`src/rtl/lfsr_rr_server.sv`:
```
// lfsr_rr_server: one Fibonacci LFSR shared by NUM_REQ requesters under round-robin arbitration,
// with seed loading and a post-seed warm-up phase before any word is issued.
module lfsr_rr_server #(
   parameter int               NUM_REQ = 4,
   parameter int               WIDTH   = 8,
   parameter logic [WIDTH-1:0] TAPS    = 8'hB8,
   parameter logic [WIDTH-1:0] SEED    = 8'hE1,
   parameter int               WARMUP  = 4
) (
   input  logic               clk,
   input  logic               reset_n,
   input  logic [NUM_REQ-1:0] req_i,
   output logic [NUM_REQ-1:0] gnt_o,
   output logic [WIDTH-1:0]   rnd_o,
   input  logic               seed_load_i,
   input  logic [WIDTH-1:0]   seed_i,
   output logic               busy_o
);
   localparam int PW = $clog2(NUM_REQ);
   localparam int CW = (WARMUP > 1) ? $clog2(WARMUP) : 1;

   typedef enum logic {WARM, RUN} state_t;
   localparam state_t INIT_STATE = (WARMUP == 0) ? RUN : WARM;

   state_t             r_state;
   logic [WIDTH-1:0]   r_lfsr, r_rnd, w_step;
   logic [NUM_REQ-1:0] r_gnt, w_elig, w_onehot;
   logic [PW-1:0]      r_ptr, w_win, w_ptr_nxt;
   logic [CW-1:0]      r_cnt;
   logic               w_found;

   assign w_step    = {r_lfsr[WIDTH-2:0], ^(r_lfsr & TAPS)};
   assign w_elig    = req_i & ~r_gnt;
   assign w_onehot  = {{(NUM_REQ-1){1'b0}}, 1'b1} << w_win;
   assign w_ptr_nxt = (w_win == PW'(NUM_REQ-1)) ? '0 : w_win + 1'b1;

   // Lowest eligible index overall is the wrap-around fallback; lowest at/after r_ptr overrides it.
   always_comb begin
      w_found = 1'b0;
      w_win   = '0;
      for (int i = NUM_REQ-1; i >= 0; i--)
         if (w_elig[i]) begin
            w_found = 1'b1;
            w_win   = PW'(i);
         end
      for (int i = NUM_REQ-1; i >= 0; i--)
         if (w_elig[i] && PW'(i) >= r_ptr) w_win = PW'(i);
   end

   always_ff @(posedge clk or negedge reset_n) begin
      if (!reset_n) begin
         r_state <= INIT_STATE;
         r_lfsr  <= SEED;
         r_cnt   <= '0;
         r_ptr   <= '0;
         r_gnt   <= '0;
         r_rnd   <= '0;
      end else if (seed_load_i) begin
         r_lfsr  <= (seed_i == '0) ? SEED : seed_i;
         r_cnt   <= '0;
         r_state <= INIT_STATE;
         r_gnt   <= '0;
      end else if (r_state == WARM) begin
         r_lfsr  <= w_step;
         r_gnt   <= '0;
         r_cnt   <= (r_cnt == CW'(WARMUP-1)) ? '0 : r_cnt + 1'b1;
         r_state <= (r_cnt == CW'(WARMUP-1)) ? RUN : WARM;
      end else if (w_found) begin
         r_gnt   <= w_onehot;
         r_rnd   <= r_lfsr;
         r_lfsr  <= w_step;
         r_ptr   <= w_ptr_nxt;
      end else begin
         r_gnt   <= '0;
      end
   end

   assign gnt_o  = r_gnt;
   assign rnd_o  = r_rnd;
   assign busy_o = (r_state == WARM);

   a_invariants : assert property (@(posedge clk) disable iff (!reset_n) $onehot0(r_gnt) && r_lfsr != '0);
endmodule

```
`config.mk`:
```
export PLATFORM = sky130hd
export DESIGN_NAME = lfsr_rr_server
export DESIGN_NICKNAME = d
export VERILOG_FILES = /design/src/rtl/lfsr_rr_server.sv
export SDC_FILE = /design/constraint.sdc
export NUM_CORES = 1
export LEC_CHECK = 0
export ABC_CLOCK_PERIOD_IN_PS = 1700
export CORE_AREA = 2 2 65 67
export CTS_CLUSTER_SIZE = 14
export DETAILED_ROUTE_END_ITERATION = 6
export DIE_AREA = 0 0 67 69
export SLEW_MARGIN = 20
export SYNTH_ARGS = -nofsm -noshare
export SYNTH_HDL_FRONTEND = slang
export SYNTH_SLANG_ARGS = --single-unit
```
`constraint.sdc`:
```
create_clock -name clk -period 1.7 [get_ports clk]
set_clock_uncertainty 0.2 [all_clocks]
set_input_delay 0.34 -clock clk [delete_from_list [all_inputs] [get_ports clk]]
set_output_delay 0.34 -clock clk [all_outputs]
set_load 0.02 [all_outputs]
```
==> impl_metrics.toml <==
[yosys]
synthCells = 112
synth.distinct_cells = 30
synth_area_sq_um = 1310
yosysTopAreaCellShare = 0.402
yosys_register_bits = 25
avgSynthCellArea_sq_um = 11.7
syn_nets = 132
yosysTopAreaCell = "dfrtp_1"
async_flop_share = 1.00
synth_seq_area_share = 0.482
synthTopCellsByArea = "dfrtp_1 40%, dfstp_2 8.0%, mux2_2 6.0%"
yosysWarnings = 0
synth_edf_count = 0
ys.flop_type = "dfrtp_1"

[power]
internal-power_uw = 1390
power_density_nw_per_um2 = 1090
p_sw_frac = 0.349
power_frac_comb = 0.433
pwr-share-seq = 0.404
p_switching_uw = 744
peakVddDrop_mv = 0.478
leakagePower_uw = 0.000962
pwr-share-clk = 0.163

[setup_path]
crit_type = "reg -> reg"
r2r_slack_ps = -130
arrival_ps = 1790
endpoint_kind = "flop"
start_kind = "flop"
cp_data_required_time_ps = 1660
rr_startpoint = "gnt_o[2]$_DFF_PN0_"
r2r-end = "r_ptr[1]$_DFFE_PN0P_"
reg2reg_depth = 6
path_max_fanout = 5

[finish]
finalInstanceArea_sq_um = 1970
final_nets = 185
layout.cells.non_filler = 214
antenna_cells = 0
area_growth_pct = 50.3
layout-drive-gt1-share = 0.409

[floorplan]
die_area_sq_um = 4620
start_util = 0.334
num_rows = 23
core_area_sq_um = 3910
ios = 28
die_h_um = 69
chipWidth_um = 67

[global_route]
grt.overflow.total = 0
grt_max_degree = 26
antenna_found_initial = 0
grt_usage = 0.141
grt_pass1_wl_um = 5080
grt_pass1_vias = 1147

[routing]
dr.pass1.iters = 4
drc = 0
vias = 992
antenna_left = 0
drt_iter0_drc = 13
wl_per_cell_um = 13.8
via_per_inst = 4.64
wirelength_um = 2960

[outcome]
outcome = "finished, violations left"
violations = "negative setup slack"

[sta]
max-slew-margin-rel = 0.775
max_freq_mhz = 546
slew_viol_final = 0
setup_viol = 7
hold_violations = 0
finalCritPeriodShare = 1.08
worstMarginPinSlew_ps = 337
fin_crit_ps = 1830
rsz0062_at_grt = "true"
setup_ws_ps = -131

[placement]
gp_congestion = 0.749
dp_cells = 207
hpwlAfterDp_um = 2180
postPlaceCellArea_sq_um = 1780
portBuffers = 27

[clock_network]
cts_tree = "yes"
cts-buffers-inserted = 3
cts_htree_levels = 1
clockRootBuffer = "clkbuf_8"
insertion_delay_ps = 260
hold_buffers = 0
path_clk_slew_ps = 90
cts_buffer_depth = 2
cts_sinks = 25

[job]
cap_violations = 0

[worst_hold_path]
hold_path.class = "in -> async"
[cells in the final DEF (no fill, tap or decap), types with 2 or more instances in the layout]
master	Yosys	final
xnor2_1	2	2
nor2b_4	3	3
dfrtp_1	21	20
mux2_4	5	5
dlygate4sd2_1	0	22
o21ai_1	6	5
mux2_2	7	7
dfstp_2	4	4
inv_1	11	9
xor2_1	2	2
clkdlybuf4s50_1	0	3
nor2_1	8	7
mux2i_1	6	5
ha_4	0	2
nor4_4	0	2
o22ai_1	4	3
buf_6	1	5
buf_4	0	17
inv_2	0	2
clkbuf_8	0	3
or4_4	0	2
ha_1	5	3
clkdlybuf4s15_1	0	2
nand2_1	7	5
[worst max path at each step]
stage	start	end	cells after the start
after global routing	gnt_o[2]$_DFF_PN0_	r_ptr[1]$_DFFE_PN0P_	6
after detailed placement	req_i[1]	rnd_o[5]$_DFFE_PN0P_	6
after floorplan	gnt_o[2]$_DFF_PN0_	r_ptr[1]$_DFFE_PN0P_	6
after global placement	req_i[1]	r_ptr[1]$_DFFE_PN0P_	7
after CTS	gnt_o[0]$_DFF_PN0_	r_ptr[1]$_DFFE_PN0P_	6
final	gnt_o[2]$_DFF_PN0_	r_ptr[1]$_DFFE_PN0P_	6
[metal layers]
layer | up-vias | share of wire | track usage
met2 | 21 | 0.51 | 0.253
met4 | 0 | 0.0041 | 0.0408
met3 | 2 | 0.035 | 0.0228
li1 | 488 | - | -
met5 | - | 0 | 0
met1 | 481 | 0.45 | 0.170
[cells in the mapped netlist (3+ instances only)]
| cell type | n |
|---|---|
| nor2b_4 | 3 |
| mux2i_1 | 6 |
| o21ai_1 | 6 |
| mux2_4 | 5 |
| o22ai_1 | 4 |
| mux2_2 | 7 |
| nor2_1 | 8 |
| ha_1 | 5 |
| dfstp_2 | 4 |
| dfrtp_1 | 21 |
| nand2_1 | 7 |
| inv_1 | 11 |
[repair_timing]
item                       in CTS  in global routing
setup buffers                   4                  0
setup endpoints to repair      35                 22
pin swaps                      12                  3
resized for setup              45                 10
[layout make-up]
class,instances,area [sq um]
clock inverters,1,5.00
well taps,50,62.6
multi-input cells,74,737
inverters,11,41.3
fillers,376,1950
flip-flops and latches,25,632
repair buffers,50,447
clock buffers,3,41.3
[registers in the layout, summed over array words and instances (netlist names)]
signal / flops
r_cnt: 2
gnt_o: 4
r_ptr: 2
r_lfsr: 8
r_state: 1
rnd_o: 8
[metrics by stage]
stage	total power (uW)	setup TNS (ps)	setup slack [ps]	hold WS (ps)	utilization
CTS	2130	-518	-151	239	0.494
global placement	1740	-11620	-604	274	0.454
floorplan	1340	-2430	-247	-156	-
global route	2280	-1270	-217	253	0.502
finish	2130	-347	-131	237	0.502
detailed placement	1760	-12110	-628	287	0.454
[critical path, cell delays in order, from the launching register on]
cell and delay, ps:
dfrtp_1 380, and2b_4 290, mux2i_1 80, o211a_1 230, inv_2 90, ha_4 190, mux2_4 250
[power groups by stage]
stage / Sequential (uW) / Combinational, uW / Clock (uW)
after CTS: 858 / 907 / 361
after floorplan: 978 / 358 / 0
after global routing: 881 / 1010 / 385
final: 862 / 925 / 347
after detailed placement: 870 / 894 / 0
after global placement: 871 / 871 / 0
[cells by family (layout without fill, tap and decap cells)]
kind of cell	after synthesis	in the layout	share of synthesized area
mux	18	18	0.164
flops	25	25	0.482
fa+ha+maj	5	5	0.0478
compound gates	19	19	0.105
xor+xnor	4	4	0.0268
simple gates	28	28	0.131
buf+inv	13	65	0.0431
(Power assumes the default switching activity.)
